[config.mk]
export PLATFORM = sky130hd
export DESIGN_NAME = serial_subtractor_flat
export DESIGN_NICKNAME = d
export VERILOG_FILES = /design/src/rtl/serial_subtractor_pkg.sv /design/src/rtl/serial_subtractor_if.sv /design/src/rtl/serial_subtractor_bit_cell.sv /design/src/rtl/serial_subtractor.sv /design/src/flat_wrapper.sv
export SDC_FILE = /design/constraint.sdc
export NUM_CORES = 1
export LEC_CHECK = 0
export BUFFER_PORTS_ARGS = -buffer_cell sky130_fd_sc_hd__buf_2
export CAP_MARGIN = 20
export CORE_ASPECT_RATIO = 0.7
export CORE_MARGIN = 4
export CORE_UTILIZATION = 40
export CTS_BUF_LIST = sky130_fd_sc_hd__clkbuf_8
export DETAILED_ROUTE_END_ITERATION = 12
export GPL_TIMING_DRIVEN = 0
export SYNTH_ARGS = -nofsm -noshare
export SYNTH_HDL_FRONTEND = slang
export SYNTH_HIERARCHICAL = 1
export SYNTH_SLANG_ARGS = --single-unit
[constraint.sdc]
create_clock -name clk -period 2.7 [get_ports clk]
set_clock_uncertainty 0.05 [all_clocks]
set_input_delay 0.54 -clock clk [delete_from_list [all_inputs] [get_ports clk]]
set_output_delay 0.54 -clock clk [all_outputs]
set_load 0.005 [all_outputs]
[src/rtl/serial_subtractor_pkg.sv]
// Shared definitions for the bit-serial subtractor: FSM state encoding and
// the minimum supported operand width.
package serial_subtractor_pkg;

  localparam int MIN_WIDTH = 2;

  // Two-bit encoding; the unused code 2'd3 is treated as illegal and recovers to IDLE.
  typedef enum logic [1:0] {
    ST_IDLE = 2'd0,
    ST_RUN  = 2'd1,
    ST_DONE = 2'd2
  } state_e;

endpackage

[src/rtl/serial_subtractor_if.sv]
// Request/result bundle between the operand source (master) and the serial
// subtractor (slave).
interface serial_subtractor_if #(
  parameter int WIDTH = 8
);

  logic             start;
  logic [WIDTH-1:0] a;
  logic [WIDTH-1:0] b;
  logic             busy;
  logic             done;
  logic [WIDTH-1:0] diff;
  logic             bout;

  modport master (
    output start, a, b,
    input  busy, done, diff, bout
  );

  modport slave (
    input  start, a, b,
    output busy, done, diff, bout
  );

endinterface

[src/rtl/serial_subtractor_bit_cell.sv]
// Combinational one-bit full subtractor: diff = a - b - bin, with borrow out.
module fs_bit_cell (
  input  logic a,
  input  logic b,
  input  logic bin,
  output logic diff,
  output logic bout
);

  assign diff = a ^ b ^ bin;
  assign bout = (~a & (b | bin)) | (b & bin);

endmodule

[src/rtl/serial_subtractor.sv]
// Bit-serial unsigned subtractor: diff = a - b, one bit per cycle LSB first,
// with a registered borrow between bit positions.
module serial_subtractor
  import serial_subtractor_pkg::*;
#(
  parameter int WIDTH = 8
) (
  input logic                clk,
  input logic                rst,
  serial_subtractor_if.slave bus
);

  localparam int             CW   = $clog2(WIDTH);
  localparam logic [CW-1:0]  LAST = CW'(WIDTH - 1);

  generate
    if (WIDTH < MIN_WIDTH) begin : g_width_check
      $error("serial_subtractor: WIDTH must be at least 2");
    end
  endgenerate

  state_e           state;
  logic [CW-1:0]    cnt;
  logic [WIDTH-1:0] ra;
  logic [WIDTH-1:0] rb;
  logic             borrow;
  logic [WIDTH-2:0] res;
  logic [WIDTH-1:0] diff_q;
  logic             bout_q;
  logic             busy_q;
  logic             done_q;

  logic             cell_diff;
  logic             cell_bout;
  logic [WIDTH-1:0] res_next;
  logic             accept;

  fs_bit_cell u_cell (
    .a    (ra[0]),
    .b    (rb[0]),
    .bin  (borrow),
    .diff (cell_diff),
    .bout (cell_bout)
  );

  // The newest cell output enters at the MSB; after the last bit this is the full result.
  assign res_next = {cell_diff, res};

  // A new request is only seen when no subtraction is in flight; DONE counts as free.
  assign accept = bus.start && ((state == ST_IDLE) || (state == ST_DONE));

  // NOTE: every register below is written with <= so all of them update from the
  // same pre-edge values, which is what keeps the shift/borrow chain consistent.
  always_ff @(posedge clk or posedge rst) begin
    if (rst) begin
      state  <= ST_IDLE;
      cnt    <= '0;
      ra     <= '0;
      rb     <= '0;
      borrow <= 1'b0;
      res    <= '0;
      diff_q <= '0;
      bout_q <= 1'b0;
      busy_q <= 1'b0;
      done_q <= 1'b0;
    end else begin
      case (state)
        ST_IDLE, ST_DONE: begin
          done_q <= 1'b0;
          if (accept) begin
            ra     <= bus.a;
            rb     <= bus.b;
            borrow <= 1'b0;
            cnt    <= '0;
            busy_q <= 1'b1;
            state  <= ST_RUN;
          end else begin
            busy_q <= 1'b0;
            state  <= ST_IDLE;
          end
        end

        ST_RUN: begin
          ra     <= ra >> 1;
          rb     <= rb >> 1;
          res    <= res_next[WIDTH-1:1];
          borrow <= cell_bout;
          cnt    <= cnt + 1'b1;
          if (cnt == LAST) begin
            // Results are published only here, so they hold across DONE, IDLE and the next RUN.
            diff_q <= res_next;
            bout_q <= cell_bout;
            busy_q <= 1'b0;
            done_q <= 1'b1;
            state  <= ST_DONE;
          end
        end

        default: begin
          busy_q <= 1'b0;
          done_q <= 1'b0;
          state  <= ST_IDLE;
        end
      endcase
    end
  end

  assign bus.busy = busy_q;
  assign bus.done = done_q;
  assign bus.diff = diff_q;
  assign bus.bout = bout_q;

endmodule

[src/flat_wrapper.sv]
// flat-port wrapper written by rule: the top's interface ports become plain ports
module serial_subtractor_flat import serial_subtractor_pkg::*;
#(
  parameter int WIDTH = 8
)
  (clk, rst, bus_start, bus_a, bus_b, bus_busy, bus_done, bus_diff, bus_bout);
  serial_subtractor_if #(.WIDTH(WIDTH)) bus_i ();
  input logic clk;
  input logic rst;
  input wire logic [$bits(bus_i.start)-1:0] bus_start;
  input wire logic [$bits(bus_i.a)-1:0] bus_a;
  input wire logic [$bits(bus_i.b)-1:0] bus_b;
  output wire logic [$bits(bus_i.busy)-1:0] bus_busy;
  output wire logic [$bits(bus_i.done)-1:0] bus_done;
  output wire logic [$bits(bus_i.diff)-1:0] bus_diff;
  output wire logic [$bits(bus_i.bout)-1:0] bus_bout;
  assign bus_i.start = bus_start;
  assign bus_i.a = bus_a;
  assign bus_i.b = bus_b;
  assign bus_busy = bus_i.busy;
  assign bus_done = bus_i.done;
  assign bus_diff = bus_i.diff;
  assign bus_bout = bus_i.bout;
  serial_subtractor #(.WIDTH(WIDTH)) u_core (.clk(clk), .rst(rst), .bus(bus_i));
endmodule
==> results of run 1 <==
[per-stage QoR]
stage / cell area [sq um] / setup WS [ns] / instances / utilization
5_1_grt: 2018 / 1.127 / 238 / 0.4994
3_3_place_gp: 1946 / 0.7486 / 232 / 0.4814
4_1_cts: 2018 / 1.168 / 238 / 0.4994
3_5_place_dp: 1946 / 1.128 / 232 / 0.4814
2_1_floorplan: 1735 / 1.221 / 151 / -
6_report: 2018 / 1.172 / 238 / 0.4994
[state kept, by name (all words and copies together) (netlist names)]
signal and count:
u_core/bus.diff 8, u_core/ra 8, u_core/rb 8, u_core/res 7, u_core/cnt 3, u_core/borrow 1, u_core/bus.bout 1, u_core/bus.busy 1
u_core/bus.done 1, u_core/state 1
[cells in the mapped netlist (all sizes together) (2+ instances only)]
master  number
mux2i        3
dfrtp       39
a22o         3
o21ai        4
a21oi       14
nor2b        2
buf          9
o22ai       13
ha           2
nand2b       2
nand2       22
mux2        12
nand3        3
inv         18
[worst max path at each step]
stage / to / slack, ns / cells after the start
floorplan: u_core/borrow / 1.22 / 1
global placement: u_core/ra[4] / 0.75 / 2
detailed placement: u_core/ra[1] / 1.13 / 6
CTS: u_core/bus.diff[1] / 1.17 / 4
global route: u_core/bus.diff[7] / 1.13 / 4
finish: u_core/cnt[2] / 1.17 / 4
[metal layers]
layer	part of all wire	global-route usage	vias up
met3	0.049	0.05208	6
met1	0.48	0.1833	615
li1	-	-	577
met5	0	0	-
met4	0.015	0.04864	0
met2	0.46	0.2128	26
[area by class of cell]
| type | count | area [sq um] |
|---|---|---|
| flip-flops and latches | 39 | 975.9 |
| inverters | 18 | 67.56 |
| well taps | 52 | 65.06 |
| multi-input cells | 85 | 621.8 |
| clock inverters | 1 | 3.754 |
| plain buffers | 9 | 70.07 |
| fillers | 388 | 2023 |
| repair buffers | 29 | 145.1 |
| clock buffers | 5 | 68.82 |
[power breakdown]
group | total [W] | internal [W] | leakage [nW] | switching [W]
combinational | 0.000994 | 0.000502 | 0.540 | 0.000492
clock | 0.000352 | 0.000168 | 0.0413 | 0.000184
sequential | 0.00103 | 0.000860 | 0.480 | 0.000172
[logic make-up after synthesis]
| kind of cell | synth area share |
|---|---|
| and+or+nand+nor | 0.09301 |
| DFF | 0.5624 |
| buffers and inverters | 0.07930 |
| AOI/OAI and AO/OA | 0.1247 |
| adders and majority gates | 0.02595 |
| muxes | 0.1146 |
==> metrics.yaml, run 1 <==
status: "finished, final reports clean"
crit_path_max_fanout: 3
async_flop_share: 1.000
grt_pass1_wl_microns: 5844
layout_commonest_cell: "dfrtp_1"
drt_iter0_markers: 66
area_delta_synth_final_pct: 16.29
crit_buf_inv: 0
cp_slowest_cell: "dfrtp_1"
max_clock_freq_ghz: 0.6543
die_y_microns: 63.11
fin_crit_ns: 1.528
worstPathArrival_ns: 1.65
power.leakage_nw: 1.061
reg2reg_depth: 4
path_delay_family: "adder cells"
grt_max_degree: 40
setup_viol: 0
syn_area_per_cell_sq_um: 11.49
clockBufferDepth: 2
nets: 209
drv_slew: 0
ant_nets: 0
max-cap-violations: 0
synth_flop_cell: "dfrtp_1"
irDropWorstVdd_mv: 0.3881
clk_pin_slew_worst_paths_ns: 0.07
wl_per_cell_microns: 14.59
min_period_over_period: 0.5660
drcViolationCount: 0
critPathCaptureType: "flip-flop"
layout-drive-gt1-share: 0.3280
gp_congestion: 0.7241
final_cell_mix: "dfrtp_1 (39), buf_2 (34), nand2_1 (21)"
r2r-start: "u_core/cnt[0]"
num_rows: 19
cts_tree: "yes"
rsz0062_at_grt: "no"
cts_sinks: 39
hold_path.class: "in2async"
synth_cell_type_count: 25
yosysSeqAreaShare: 0.5624
netlist_instances: 151
worst_slew_pin_slew_ns: 0.8037
startpoint: "u_core/cnt[0]"
synth_top_area_share: 0.5624
cts_resized: 0
worst_hold_slack_ns: 0.3537
grt_usage: 0.1399
cts_root_buffer: "clkbuf_8"
reg2reg_to: "u_core/cnt[2]"
synth_area_sq_mm: 0.001735
vias: 1224
crit_top_cell: "ha_1"
grt-ovfl-total: 0
drt-vias-per-instance: 5.143
io_pins: 30
dieWidth_microns: 86.73
path_cells: "ha_1, ha_1, mux2_2, a22o_1"
hold_viol: 0
wirelength_microns: 3473
grt_pass1_vias: 1239
h-tree-depth: 2
crit_path_start_kind: "flip-flop"
start_util: 0.4294
diodes: 0
postCtsSetupBuffers: 0
required_ns: 2.82
syn_nets: 173
numCtsBuffers: 5
critical_path.max_stage_delay_ns: 0.40
first_pass_iters: 4
critical_path_class: "reg2reg"
reg2reg_slack_ns: 1.17
power_w: 0.002378
synth_seq_cells: 39
numPortBuffers: 29
synth_edf_count: 0
dpl.hpwl_microns: 2456
yosys.area.top_type: "dfrtp_1"
antenna_found_initial: 0
powerDensity_mw_per_mm2: 1178
clock_latency_ns: 0.29
dieArea_sq_mm: 0.005473
fin_tns_setup_ns: 0
relSlewSlack: 0.4634
synth_area_leaders: "dfrtp_1 (56%), mux2_4 (7.8%), o22ai_1 (4.7%)"
ys_warn_count: 6
core_sq_mm: 0.004041
ctsHoldBuffers: 0
Power figures use the tool's default switching activity.
==> run 2, diff against run 1 <==
Clock period 2.7 ns to 1.4 ns, I/O delays scaled along.
==> run 2 against run 1 <==
Against the previous run:
- the flow now finishes with violations (setup timing)
- routed wire length is 6.9% higher
- die area stayed put
- sequential cell count stayed put
- first-iteration DRC count is 35% higher
- utilization is 6.0 points higher
- maximum frequency is 6.2% higher
- power is 130% higher
- worst hold slack worse by 0.26 ns
- setup slack worse by 1.2 ns
- via count is 1.1% higher
- largest power group is now combinational logic
==> metrics.yaml, run 2 (synthesis results as in run 1) <==
status: "finished with violations"
violations: "setup timing"
cts_sinks: 39
crit_buf_inv: 2
cts_root_buffer: "clkbuf_8"
layout_commonest_cell: "dfrtp_1"
irDropWorstVdd_mv: 0.8884
first_pass_iters: 4
worstPathArrival_ns: 1.57
grt_busiest_layer: "met2"
final_cell_area_sq_mm: 0.002262
setup_ws_ns: -0.03896
critical_path_class: "reg2reg"
crit_path_start_kind: "flip-flop"
hold_viol: 0
grt_pass1_vias: 1278
r2r-start: "u_core/ra[0]"
core_sq_mm: 0.004041
pre_cts_slack_ns: -0.06098
h-tree-depth: 2
ctsHoldBuffers: 0
ant_nets: 0
powerDensity_mw_per_mm2: 2429
die_y_microns: 63.11
use_met3: 0.06380
path_cells: "inv_2, fa_2, inv_2, mux2_4"
reg2reg_slack_ns: -0.04
hold_path.class: "in2async"
fin_crit_ns: 1.439
min_period_over_period: 1.028
dp_cells: 232
antenna_found_initial: 0
cp_slowest_cell: "fa_2"
nets: 218
clk_pin_slew_worst_paths_ns: 0.08
place_area_sq_mm: 0.001964
dieWidth_microns: 86.73
num_rows: 19
critical_path.max_stage_delay_ns: 0.58
max_clock_freq_ghz: 0.6949
wirelength_microns: 3712
critPathCaptureType: "flip-flop"
required_ns: 1.53
setup_viol: 2
final_cell_mix: "dfrtp_1 (39), buf_2 (31), nand2_1 (21)"
reg2reg_to: "u_core/bus.diff[7]"
stdcell_count: 249
dieArea_sq_mm: 0.005473
crit_path_max_fanout: 2
dpl.hpwl_microns: 2434
relSlewSlack: 0.4608
drcViolationCount: 0
start_util: 0.4294
area_delta_synth_final_pct: 30.35
reg2reg_depth: 4
worst-path-stages: 4
layout-drive-gt1-share: 0.4315
grt_pass1_wl_microns: 6244
startpoint: "u_core/ra[0]"
use_met2: 0.2156
path_delay_family: "adder cells"
grt_use_met1: 0.2015
grt-ovfl-total: 0
power.leakage_nw: 1.150
drv_slew: 0
drt_iter0_markers: 89
num-fill-cells: 361
clockBufferDepth: 2
cts_tree: "yes"
rsz0062_at_grt: "yes"
max-cap-violations: 0
crit_top_cell: "inv_2"
wl_per_cell_microns: 14.91
multiInputGateArea_sq_um: 738.2
register_area_sq_um: 975.9
grt_usage: 0.1477
diodes: 0
grt_max_degree: 40
gp_congestion: 0.7428
critPathCapture: "u_core/bus.diff[7]"
clock_latency_ns: 0.29
numCtsBuffers: 5
numPortBuffers: 29
io_pins: 30
worst_slew_pin_slew_ns: 0.8076
vias: 1237
drt-vias-per-instance: 4.968
-- run 2: how the worst min path moves through the flow --
| stage | endpoint | cells after the start | slack [ns] | startpoint |
|---|---|---|---|---|
| 2_1_floorplan | u_core/res[0] | 2 | 0.40 | u_core/res[0] |
| 3_3_place_gp | u_core/res[0] | 2 | 0.41 | u_core/res[0] |
| 4_1_cts | u_core/bus.diff[0] | 2 | 0.12 | rst |
| 3_5_place_dp | u_core/res[0] | 2 | 0.42 | u_core/res[0] |
| 6_report | u_core/bus.diff[6] | 2 | 0.09 | rst |
| 5_1_grt | u_core/ra[3] | 2 | 0.16 | rst |
-- run 2: metrics by stage --
stage	hold slack (ns)	utilization	power, W	setup TNS (ns)
final	0.09219	0.5598	0.005494	-0.06527
after global placement	0.4106	0.4861	0.003891	-11.92
after global routing	0.1612	0.5598	0.005962	-0.2447
after detailed placement	0.4192	0.4861	0.003990	-0.1311
after floorplan	0.3959	-	0.003431	0
after CTS	0.1154	0.5294	0.005244	-0.06004
-- run 2: power by group --
group,internal (W),leakage (nW),switching [W]
Sequential,0.00166,0.480,0.000369
Combinational,0.00125,0.601,0.00113
Clock,0.000705,0.0695,0.000381
-- run 2: routing by layer --
layer,share of wire,vias up
met5,0,-
met4,0.0030,0
met3,0.061,2
met2,0.46,29
met1,0.48,604
li1,-,602
-- run 2: timing repair --
| item | 4_1_cts | 5_1_grt |
|---|---|---|
| gates resized for setup | 5 | 17 |
| pin swaps | 0 | 3 |
| gates cloned | 0 | 1 |
| setup endpoints to repair | 7 | 22 |
| buffers inserted | 4 | 5 |
-- run 2: final cells by class --
| class | count | area share |
|---|---|---|
| tap | 52 | 0.02876 |
| multi-input combinational | 86 | 0.3263 |
| timing repair buffer | 38 | 0.09403 |
| inverter | 18 | 0.02987 |
| clock buffer | 5 | 0.03042 |
| buffer | 8 | 0.03097 |
| sequential | 39 | 0.4314 |
| clock inverter | 3 | 0.02821 |
==> run 3, diff against run 2 <==
Settings changed: PLACE_DENSITY_LB_ADDON set to 0.12.
==> run 3 against run 2 <==
Against the previous run:
- the run still ends with setup timing left
- power fell by 3.6%
- combinational power is essentially flat
- final area is 2.4% lower
- non-clock buffer count down 2
- die area unchanged
- count of clock-buffer cells in the layout did not move
- setup slack got worse by 0.0015 ns
- via count is 1.5% higher
- global-route usage shrank 0.74 points
- first-iteration DRC count is 28% lower
- sequential cell count is the same
- sequential power barely moved
- critical path type unchanged
- critical endpoint unchanged
- highest routed layer unchanged
==> metrics.yaml, run 3 (synthesis results as in run 1) <==
worst_hold_slack_ns: 0.08519
fin_util: 0.5461
numPortBuffers: 29
grt_usage: 0.1404
dieWidth_microns: 86.73
status: "finished with violations"
power.leakage_nw: 1.124
setup_viol: 3
cts_sinks: 39
ant_nets: 0
dieArea_sq_mm: 0.005473
h-tree-depth: 2
die_y_microns: 63.11
layout-drive-gt1-share: 0.4513
powerDensity_mw_per_mm2: 2399
start_util: 0.4294
min_period_over_period: 1.029
critPathCaptureType: "flip-flop"
crit_path_start_kind: "flip-flop"
hold_path.class: "in2async"
antenna_found_initial: 0
drt_iter0_markers: 64
grt_pass1_vias: 1226
reg2reg_depth: 4
drv_slew: 0
wirelength_microns: 3622
gp_congestion: 0.7298
max-cap-violations: 0
cts_root_buffer: "clkbuf_8"
worst_slew_pin_slew_ns: 0.8071
num-fill-cells: 360
io_pins: 30
final_cell_area_sq_mm: 0.002207
ctsHoldBuffers: 0
dpl.hpwl_microns: 2370
num_rows: 19
vias: 1255
core_sq_mm: 0.004041
power_w: 0.005295
nets: 216
hold_viol: 0
grt_max_degree: 40
relSlewSlack: 0.4612
first_pass_iters: 4
violations: "setup timing"
wl_per_cell_microns: 14.66
irDropWorstVdd_mv: 1.151
rsz0062_at_grt: "yes"
cts_tree: "yes"
clock_latency_ns: 0.29
drcViolationCount: 0
setup_ws_ns: -0.04045
place_area_sq_mm: 0.001964
final_cell_mix: "dfrtp_1 (38), buf_2 (32), nand2_1 (20)"
clockBufferDepth: 2
clk_pin_slew_worst_paths_ns: 0.08
crit_path_max_fanout: 2
layout_commonest_cell: "dfrtp_1"
numCtsBuffers: 5
area_delta_synth_final_pct: 27.18
grt_pass1_wl_microns: 5913
worstPathArrival_ns: 1.56
grt-ovfl-total: 0
required_ns: 1.52
max_clock_freq_ghz: 0.6942
diodes: 0
fin_crit_ns: 1.440
critical_path_class: "reg2reg"
drt-vias-per-instance: 5.081
## run 3: per-layer routing
metal | vias up | share of wire | global-route usage
met5 | - | 0 | 0
met3 | 7 | 0.051 | 0.04297
li1 | 594 | - | -
met2 | 36 | 0.44 | 0.1813
met1 | 618 | 0.49 | 0.2139
met4 | 0 | 0.018 | 0.05837
## run 3: path summary, 6_finish.rpt
check                                   start            endpoint  slack [ns]
min in group clk                     bus_a[4]        u_core/ra[4]        0.23
worst min-delay path                      rst       u_core/res[1]        0.09
max in group asynchronous                 rst     u_core/state[0]        0.66
worst max-delay path             u_core/ra[0]  u_core/bus.diff[7]       -0.04
worst max register to register   u_core/ra[0]  u_core/bus.diff[7]       -0.04
worst min register to register  u_core/res[0]       u_core/res[0]        0.43
## run 3: area by class of cell
| cell class | instances | area [sq um] | area share |
|---|---|---|---|
| flip-flops and latches | 39 | 977.2 | 0.4427 |
| multi-input cells | 86 | 719.4 | 0.3260 |
| repair buffers | 36 | 201.4 | 0.09127 |
| clock buffers | 5 | 68.82 | 0.03118 |
| inverters | 18 | 67.56 | 0.03061 |
| well taps | 52 | 65.06 | 0.02948 |
| plain buffers | 8 | 63.81 | 0.02891 |
| clock inverters | 3 | 43.79 | 0.01984 |
## run 3: worst max-delay path, cell delays in order (launching register included)
cell	delay, ns
dfrtp_1	0.36
inv_2	0.05
fa_2	0.56
inv_2	0.04
mux2_4	0.26
## run 3: report_power, final
group          total [W]  switching, W  leakage (nW)  internal, W
Sequential       0.00202      0.000355         0.479      0.00166
Combinational    0.00235       0.00111         0.587      0.00124
Clock           0.000928      0.000397        0.0581     0.000530
## run 3: metrics by stage
stage	setup WS [ns]	TNS [ns]	cells
after floorplan	0.01566	0	151
after global placement	-0.3205	-12.50	232
after detailed placement	-0.04816	-0.08741	232
after CTS	-0.04007	-0.06541	242
after global routing	-0.07445	-0.2091	247
final	-0.04045	-0.06189	247
## run 3: repair_timing
action	4_1_cts	5_1_grt
pin swaps	0	3
buffers inserted	2	5
cloned	0	1
resized for setup	3	19
endpoints found under the setup margin	3	21
